### config.mk
export PLATFORM = sky130hd
export DESIGN_NAME = pipeline_controller
export DESIGN_NICKNAME = d
export VERILOG_FILES = /design/src/rtl/types_pkg.sv /design/src/rtl/pipeline_controller_load_use_detect.sv /design/src/rtl/pipeline_controller.sv
export SDC_FILE = /design/constraint.sdc
export NUM_CORES = 1
export LEC_CHECK = 0
export CAP_MARGIN = 15
export CORE_UTILIZATION = 44
export CTS_CLUSTER_DIAMETER = 60
export DETAILED_ROUTE_END_ITERATION = 10
export PLACE_DENSITY = 0.73
export SETUP_SLACK_MARGIN = 0.15
export SYNTH_ARGS = -nofsm -noshare
export SYNTH_HDL_FRONTEND = slang
export SYNTH_SLANG_ARGS = --single-unit
### constraint.sdc
create_clock -name clk -period 2.4 [get_ports clk]
set_input_delay 0.6 -clock clk [delete_from_list [all_inputs] [get_ports clk]]
set_output_delay 0.6 -clock clk [all_outputs]
set_load 0.03 [all_outputs]
### src/rtl/types_pkg.sv
// Shared types for the pipeline control path: controller states, register
// address and data-bus types, and the bundled stall/flush control word.
package types_pkg;

    localparam int REG_ADDR_WIDTH = 5;

    typedef logic [31:0]               DATA_BUS;
    typedef logic [REG_ADDR_WIDTH-1:0] REG_ADDR;

    typedef enum logic [1:0] {
        RUN      = 2'd0,
        MEM_WAIT = 2'd1,
        ERROR    = 2'd2
    } pipe_state_t;

    typedef struct packed {
        logic stall_f;
        logic stall_d;
        logic stall_e;
        logic stall_m;
        logic flush_d;
        logic flush_e;
        logic flush_w;
    } PIPE_CTRL;

    function automatic DATA_BUS sat_inc(input DATA_BUS value, input logic en);
        if (en && (value != 32'hFFFF_FFFF)) begin
            return value + 32'd1;
        end else begin
            return value;
        end
    endfunction

endpackage

### src/rtl/pipeline_controller_load_use_detect.sv
// Load-use hazard compare: a load in execute whose destination feeds the
// instruction in decode. Writes to x0 never create a dependency.
module load_use_detect #(
    parameter int REG_ADDR_WIDTH = 5
) (
    input  logic                      LoadE_i,
    input  logic [REG_ADDR_WIDTH-1:0] RdE_i,
    input  logic [REG_ADDR_WIDTH-1:0] Rs1D_i,
    input  logic [REG_ADDR_WIDTH-1:0] Rs2D_i,
    output logic                      LoadUse_o
);

    assign LoadUse_o = LoadE_i && (RdE_i != {REG_ADDR_WIDTH{1'b0}}) &&
                       ((RdE_i == Rs1D_i) || (RdE_i == Rs2D_i));

endmodule

### src/rtl/pipeline_controller.sv
// Stall/flush sequencer for the pipeline registers: load-use and branch
// handling, memory-wait freeze with timeout, and saturating event counters.
module pipeline_controller #(
    parameter int MEM_TIMEOUT    = 255,
    parameter int REG_ADDR_WIDTH = 5
) (
    input  logic                      clk,
    input  logic                      rst_n,
    input  logic [REG_ADDR_WIDTH-1:0] Rs1D_i,
    input  logic [REG_ADDR_WIDTH-1:0] Rs2D_i,
    input  logic [REG_ADDR_WIDTH-1:0] RdE_i,
    input  logic                      LoadE_i,
    input  logic                      PCSrcE_i,
    input  logic                      MemReqM_i,
    input  logic                      MemReadyM_i,
    output logic                      StallF_o,
    output logic                      StallD_o,
    output logic                      StallE_o,
    output logic                      StallM_o,
    output logic                      FlushD_o,
    output logic                      FlushE_o,
    output logic                      FlushW_o,
    output logic                      MemBusy_o,
    output logic                      MemTimeout_o,
    output types_pkg::DATA_BUS        StallCount_o,
    output types_pkg::DATA_BUS        FlushCount_o
);

    import types_pkg::*;

    localparam int WAIT_W = ($clog2(MEM_TIMEOUT + 1) > 8) ? $clog2(MEM_TIMEOUT + 1) : 8;

    pipe_state_t       state_q, state_d;
    logic [WAIT_W-1:0] wait_q, wait_d, wait_inc_s;
    DATA_BUS           stall_cnt_q, stall_cnt_d;
    DATA_BUS           flush_cnt_q, flush_cnt_d;
    PIPE_CTRL          ctrl_s, ctrl_out_s;
    logic              loaduse_s;
    logic              memstall_s;

    load_use_detect #(
        .REG_ADDR_WIDTH (REG_ADDR_WIDTH)
    ) u_load_use_detect (
        .LoadE_i   (LoadE_i),
        .RdE_i     (RdE_i),
        .Rs1D_i    (Rs1D_i),
        .Rs2D_i    (Rs2D_i),
        .LoadUse_o (loaduse_s)
    );

    assign memstall_s = MemReqM_i && !MemReadyM_i;

    // Next state, wait count and priority-encoded stall/flush word.
    always_comb begin
        state_d    = state_q;
        wait_d     = {WAIT_W{1'b0}};
        ctrl_s     = '0;
        // The first stalled cycle counts as 1 even while still in RUN.
        wait_inc_s = (state_q == MEM_WAIT) ? (wait_q + WAIT_W'(1)) : WAIT_W'(1);
        case (state_q)
            ERROR: begin
                ctrl_s  = '{stall_f: 1'b1, stall_d: 1'b1, stall_e: 1'b1, stall_m: 1'b1,
                            flush_d: 1'b0, flush_e: 1'b0, flush_w: 1'b1};
                state_d = ERROR;
            end
            RUN, MEM_WAIT: begin
                if (memstall_s) begin
                    ctrl_s = '{stall_f: 1'b1, stall_d: 1'b1, stall_e: 1'b1, stall_m: 1'b1,
                               flush_d: 1'b0, flush_e: 1'b0, flush_w: 1'b1};
                    wait_d = wait_inc_s;
                    if (wait_inc_s == WAIT_W'(MEM_TIMEOUT)) begin
                        state_d = ERROR;
                    end else begin
                        state_d = MEM_WAIT;
                    end
                end else if (PCSrcE_i) begin
                    ctrl_s.flush_d = 1'b1;
                    ctrl_s.flush_e = 1'b1;
                    state_d        = RUN;
                end else if (loaduse_s) begin
                    ctrl_s.stall_f = 1'b1;
                    ctrl_s.stall_d = 1'b1;
                    ctrl_s.flush_e = 1'b1;
                    state_d        = RUN;
                end else begin
                    state_d = RUN;
                end
            end
            default: begin
                state_d = RUN;
            end
        endcase
    end

    // While reset is held the pipeline is filled with bubbles.
    always_comb begin
        if (!rst_n) begin
            ctrl_out_s = '{stall_f: 1'b0, stall_d: 1'b0, stall_e: 1'b0, stall_m: 1'b0,
                           flush_d: 1'b1, flush_e: 1'b1, flush_w: 1'b1};
        end else begin
            ctrl_out_s = ctrl_s;
        end
    end

    assign stall_cnt_d = sat_inc(stall_cnt_q, ctrl_s.stall_f);
    assign flush_cnt_d = sat_inc(flush_cnt_q, ctrl_s.flush_d | ctrl_s.flush_e);

    // Controller state and counter registers.
    always_ff @(posedge clk or negedge rst_n) begin
        if (!rst_n) begin
            state_q     <= RUN;
            wait_q      <= {WAIT_W{1'b0}};
            stall_cnt_q <= 32'd0;
            flush_cnt_q <= 32'd0;
        end else begin
            state_q     <= state_d;
            wait_q      <= wait_d;
            stall_cnt_q <= stall_cnt_d;
            flush_cnt_q <= flush_cnt_d;
        end
    end

    assign StallF_o     = ctrl_out_s.stall_f;
    assign StallD_o     = ctrl_out_s.stall_d;
    assign StallE_o     = ctrl_out_s.stall_e;
    assign StallM_o     = ctrl_out_s.stall_m;
    assign FlushD_o     = ctrl_out_s.flush_d;
    assign FlushE_o     = ctrl_out_s.flush_e;
    assign FlushW_o     = ctrl_out_s.flush_w;
    assign MemBusy_o    = (state_q == MEM_WAIT);
    assign MemTimeout_o = (state_q == ERROR);
    assign StallCount_o = stall_cnt_q;
    assign FlushCount_o = flush_cnt_q;

endmodule

; ---- After elaboration in Yosys (flattened, before gate mapping)
; Cells that the tools add are included.
[word_totals]
reg_bits = 74
out_inout_bits = 73
[op_classes]
addsub = 3
eq_ne = 7
muxes = 17
bitwise = 1
reduce_logical = 10
[op_table]
columns = cell, n
row1 = "32-bit by 1-bit adder with 32-bit output, second input constant", 2
row2 = "32-bit inequality test, second input constant", 2
row3 = 8-bit 2-to-1 mux, 3
row4 = 2-bit 2-to-1 mux, 7
row5 = 7-bit case mux with 2 select lines, 1
row6 = 5-bit == test, 2
row7 = "8-bit by 1-bit adder with 8-bit output, second input constant", 1
row8 = "8-bit == test, second input constant", 1
row9 = 7-bit 2-to-1 mux, 1
row10 = 1-bit logical AND, 5
row11 = 5-bit nonzero test, 1
row12 = 1-bit 2-to-1 mux, 4
row13 = 2-bit case mux with 2 select lines, 1
row14 = "2-bit by 1-bit == test with 1-bit output, second input constant", 1
row15 = "2-bit == test, second input constant", 1
row16 = 2-bit zero test, 1
row17 = 2-bit OR reduction, 1
row18 = 1-bit zero test, 1
row19 = 1-bit logical OR, 1
row20 = 1-bit bitwise OR, 1

; ---- Depth between registers and ports, before layout
[depth]
ltp_word = 9
mapped_depth = 9
mapped_depth_nobuf = 8

; ---- By module
; Synthesis repeated with hierarchy kept, for this count alone.
[unflattened]
cells_unflattened = 362
hier_area_um2 = 3856.2
[by_module_without_submodules]
columns = mod, instances, cells_each, area_per_inst_um2
row1 = pipeline_controller, 1, 345, 3731.1
row2 = load_use_detect, 1, 17, 125.1

; ---- Worst setup path before layout
; No wires, ideal clock.
[synth_timing]
path_kind = input to output
startpoint = in RdE_i[3]
endpoint = out StallF_o
arrival_time_ns = 2.050
t_required_ns = 1.800
slack_ns = -0.250
stages = 6
path_buffers = 1
path_cell_list = xor2_1 -> nor3_1 -> a22oi_1 -> o41ai_2 -> and2_1 -> buf_4
[synth_via]
elab_chain_len = 8
elab_cells_between_ends = 11
cone_classes = eq/ne (2) / mux (5) / reduce/logical (4)
[synth_lines]
columns = element, line_no
row1 = "start, declared", pipeline_controller.sv:11  ; input logic [REG_ADDR_WIDTH-1:0] RdE_i,
row2 = 5-bit == test / 5-bit nonzero test (equally long branches), "pipeline_controller_load_use_detect.sv:14, pipeline_controller_load_use_detect.sv:13"
row3 = 1-bit logical OR / 1-bit logical AND (equally long branches), "pipeline_controller_load_use_detect.sv:14, pipeline_controller_load_use_detect.sv:13"
row4 = 1-bit logical AND *, pipeline_controller_load_use_detect.sv:13  ; assign LoadUse_o = LoadE_i && (RdE_i != {REG_ADDR_WIDTH{1'b0}}) &&
row5 = 2-bit 2-to-1 mux *, pipeline_controller.sv:80  ; end else if (loaduse_s) begin
row6 = 2-bit 2-to-1 mux *, pipeline_controller.sv:76  ; end else if (PCSrcE_i) begin
row7 = 2-bit 2-to-1 mux *, pipeline_controller.sv:67  ; if (memstall_s) begin
row8 = 7-bit case mux with 2 select lines *, pipeline_controller.sv:60  ; case (state_q)
row9 = 7-bit 2-to-1 mux *, pipeline_controller.sv:97  ; if (!rst_n) begin
row10 = "end, declared", pipeline_controller.sv:16  ; output logic StallF_o,
; Mark *: on every way between the ends. The rest lies on a longest branch, timed or not.

; ---- Worst setup path after layout
[layout_timing]
startpoint = in Rs2D_i[1]
endpoint = out StallD_o
[layout_via]
elab_chain_len = 8
[layout_lines]
columns = element, line_no
row1 = "start, declared", pipeline_controller.sv:10  ; input logic [REG_ADDR_WIDTH-1:0] Rs2D_i,
row2 = 5-bit == test, pipeline_controller_load_use_detect.sv:14  ; ((RdE_i == Rs1D_i) || (RdE_i == Rs2D_i));
row3 = 1-bit logical OR, pipeline_controller_load_use_detect.sv:14
row4 = 1-bit logical AND, pipeline_controller_load_use_detect.sv:13
row5 = 2-bit 2-to-1 mux, pipeline_controller.sv:80
row6 = 2-bit 2-to-1 mux, pipeline_controller.sv:76
row7 = 2-bit 2-to-1 mux, pipeline_controller.sv:67
row8 = 7-bit case mux with 2 select lines, pipeline_controller.sv:60
row9 = 7-bit 2-to-1 mux, pipeline_controller.sv:97
row10 = "end, declared", pipeline_controller.sv:17  ; output logic StallD_o,
; No other way between the ends.

==> metrics.txt <==
ratio of cells with drive above 1 in the final layout between 30% and 40%; Hold Vio Cnt, Final 0; Period Utilization, post-route 109%; TritonCTS clock tree yes; global-route wire length before repair about 14000 µm; I/O pin count 94; Slew Limit Headroom between 50% and 60%; vias in the first global route 2952; M1 WL just under 4000 µm; data required time of the critical path between 1.5 and 2 ns; Synthesized Nets 360; antenna violations before repair 0; WL met2 4630 µm; Async S/R FF share, synth 100%; die area between 8000 and 9000 µm²; setup slack after layout -0.216 ns; clock insertion delay at the later pin of the skew report ~0.34 ns; number of nets at the end of the flow around 500; amount of wire on met3 after detailed routing 412 µm; final critical delay including setup and external delays between 2 and 3 ns; placed inst area approximately 4800 µm²; drt total wl approximately 9100 µm; Max Fclk 382 MHz; area share of the largest cell type after synthesis around half; iteration-0 DRC count of the detailed router between 80 and 90; fraction of power consumed by the clock network 42.8%; cell at the root of the clock tree sky130_fd_sc_hd__clkbuf_8; Setup Viol. Count Final 26; unrepaired setup endpoints after global routing yes; global routing usage summed across all routing layers between 20% and 30%; LEAKAGE ~2.5 nW; number of detailed-route iterations in the first pass 4; sequential element share of the synthesized area between 50% and 60%; largest area contributor in the synthesized netlist sky130_fd_sc_hd__dfrtp_1; initial cell density of the core between 40% and 50%; Startpoint Class input pin; Detail Route Antenna Nets 0; dominant synthesized flop cell sky130_fd_sc_hd__dfrtp_1; hold-fix buffers at CTS 0; number of max-cap violations 0; Area contributors post-synth sky130_fd_sc_hd__dfrtp_1 (52%), sky130_fd_sc_hd__xnor2_1 (11%), sky130_fd_sc_hd__xor2_1 (7.3%); area of the core between 7000 and 8000 µm²; clk_skew 0.00828 ns; Final HPWL DP approximately 5700 µm; top routing layer used met4; Internal roughly 1.9 mW; path class of the lowest-slack min-delay path in -> async; post-synthesis average cell area ~11 µm²; Port Buffers 93; category of the most critical setup path in -> out; average routed wire per standard cell around 16 µm; arrival time worst endpoint 2.02 ns; Area Growth Syn to Fin 58.8%; vias per std cell about 5.2; violated checks setup timing; x dimension of the die 92.2 µm; number of diodes 0; vias after detailed routing between 2000 and 3000; count leader, synth sky130_fd_sc_hd__dfrtp_1; Critical Path End Type primary output; Flop pwr share between 50% and 60%; proportion of power drawn by combinational gates roughly 5.7%; warnings from Yosys 0; Clock Pin Slew Worst Setup and Hold Paths 0.08 ns; Max Transition Viols Final 0; largest net degree at the start of global routing 60; number of storage elements in the synthesis netlist 74; Post-route DRC 0; clk sinks 74; H-tree levels 3; post-synthesis cell type count 34; most numerous cell types in the synthesized netlist sky130_fd_sc_hd__dfrtp_1 (74), sky130_fd_sc_hd__xnor2_1 (47), sky130_fd_sc_hd__nand2_1 (30), sky130_fd_sc_hd__nand3_1 (30), sky130_fd_sc_hd__xor2_1 (30); maximum fanout along the worst path 2; maximum VDD drop 0.000437 V; cell count after synthesis 336; number of enable-type register cells in the synthesized netlist 0; total global routing overflow 0; CTS buffer count 9; net switching power approximately 0.54 mW; outcome complete, but fails checks; post-route worst hold slack about 0.23 ns; Die Y 92.2 µm; post-synthesis cell area 3580 µm²; placement row count 32; Layout Cell Area excl Fill 5690 µm²; Power per Cell Area ~430 nW/µm²; Net Sw Frac about 22%; global placement routability congestion around 0.79; Longest Clk Path Bufs 2; Worst Max-Slew Pin Slew between 0.7 and 0.8 ns
final cells by class:
class | instances | area, µm²
tap | 102 | 128
inverter | 4 | 15.0
clock buffer | 9 | 124
multi-input combinational | 249 | 2100
timing repair buffer | 135 | 1380
fill | 541 | 2120
clock inverter | 6 | 82.6
sequential | 74 | 1850
worst paths after layout:
check	depth (start not counted)	start	to	slack, ns
setup / recovery	8	Rs2D_i[1]	StallD_o	-0.22
hold / removal	2	rst_n	StallCount_o[27]	0.23
setup reg to reg	6	StallCount_o[0]	StallCount_o[29]	0.07
hold reg to reg	1	FlushCount_o[25]	FlushCount_o[25]	0.49
max in group asynchronous	3	rst_n	FlushCount_o[8]	1.12
min in group clk	1	FlushCount_o[25]	FlushCount_o[25]	0.49
critical path: stages:
cell and delay [ns]:
sky130_fd_sc_hd__clkdlybuf4s15_1 0.19, sky130_fd_sc_hd__xor2_1 0.17, sky130_fd_sc_hd__nor2_1 0.15, sky130_fd_sc_hd__a22oi_2 0.11, sky130_fd_sc_hd__buf_4 0.15, sky130_fd_sc_hd__o41ai_4 0.30
sky130_fd_sc_hd__and2_4 0.22, sky130_fd_sc_hd__buf_6 0.13
registers in the layout (all words and copies together), names as in the netlist:
register / count
FlushCount_o: 32
StallCount_o: 32
state_q: 2
wait_q: 8
layout by cell type (no fill, tap or decap), types with 6 or more instances in the layout:
cell type	netlist	final
sky130_fd_sc_hd__and3_1	18	17
sky130_fd_sc_hd__and4_1	6	6
sky130_fd_sc_hd__buf_4	4	26
sky130_fd_sc_hd__buf_6	0	23
sky130_fd_sc_hd__clkbuf_8	0	9
sky130_fd_sc_hd__clkdlybuf4s50_1	0	66
sky130_fd_sc_hd__dfrtp_1	74	72
sky130_fd_sc_hd__nand2_1	30	23
sky130_fd_sc_hd__nand2_2	0	6
sky130_fd_sc_hd__nand3_1	30	12
sky130_fd_sc_hd__nand3_2	0	9
sky130_fd_sc_hd__nand3_4	0	9
sky130_fd_sc_hd__nand4_1	17	17
sky130_fd_sc_hd__nor2_1	20	12
sky130_fd_sc_hd__xnor2_1	47	37
sky130_fd_sc_hd__xnor2_2	0	10
sky130_fd_sc_hd__xor2_1	30	29
per-layer routing:
metal,up-vias,GRT usage [%]
li1,1430,-
met1,1470,28.1
met2,70,35.6
met3,14,5.39
met4,0,5.60
met5,-,0
power groups by stage:
| stage | combinational (mW) | clock, mW | sequential, mW |
|---|---|---|---|
| after global routing | 0.151 | 1.11 | 1.25 |
| after floorplan | 0.0364 | 0 | 1.28 |
| after CTS | 0.132 | 1.05 | 1.25 |
| after global placement | 0.128 | 0 | 1.27 |
| after detailed placement | 0.130 | 0 | 1.27 |
| final | 0.138 | 1.04 | 1.25 |
metrics by stage:
stage / power (mW) / cells / utilization [%] / TNS, ns / setup WS, ns
floorplan: 1.31 / 336 / - / -0.107 / -0.107
detailed placement: 1.40 / 549 / 61.9 / -42.75 / -0.791
CTS: 2.43 / 574 / 68.0 / -0.439 / -0.157
global placement: 1.40 / 549 / 61.9 / -38.71 / -0.778
finish: 2.42 / 579 / 72.9 / -1.36 / -0.216
global route: 2.51 / 579 / 72.9 / -3.39 / -0.262
what timing repair did:
item                                    CTS  global route
pin swaps                                37            30
setup buffers                             7             4
endpoints found under the setup margin   73            59
gates resized for setup                  96            70
cloned                                    3             1
cells by family (layout without fill, tap and decap cells):
kind of cell / after synthesis / count (layout) / synth area share (%)
simple gates: 152 / 152 / 22.9
xor+xnor: 77 / 77 / 18.8
flops: 74 / 74 / 51.7
compound gates: 15 / 15 / 3.11
buf+inv: 13 / 154 / 1.85
fa+ha+maj: 3 / 3 / 1.05
mux: 2 / 2 / 0.628
Power figures use the tool's default switching activity.
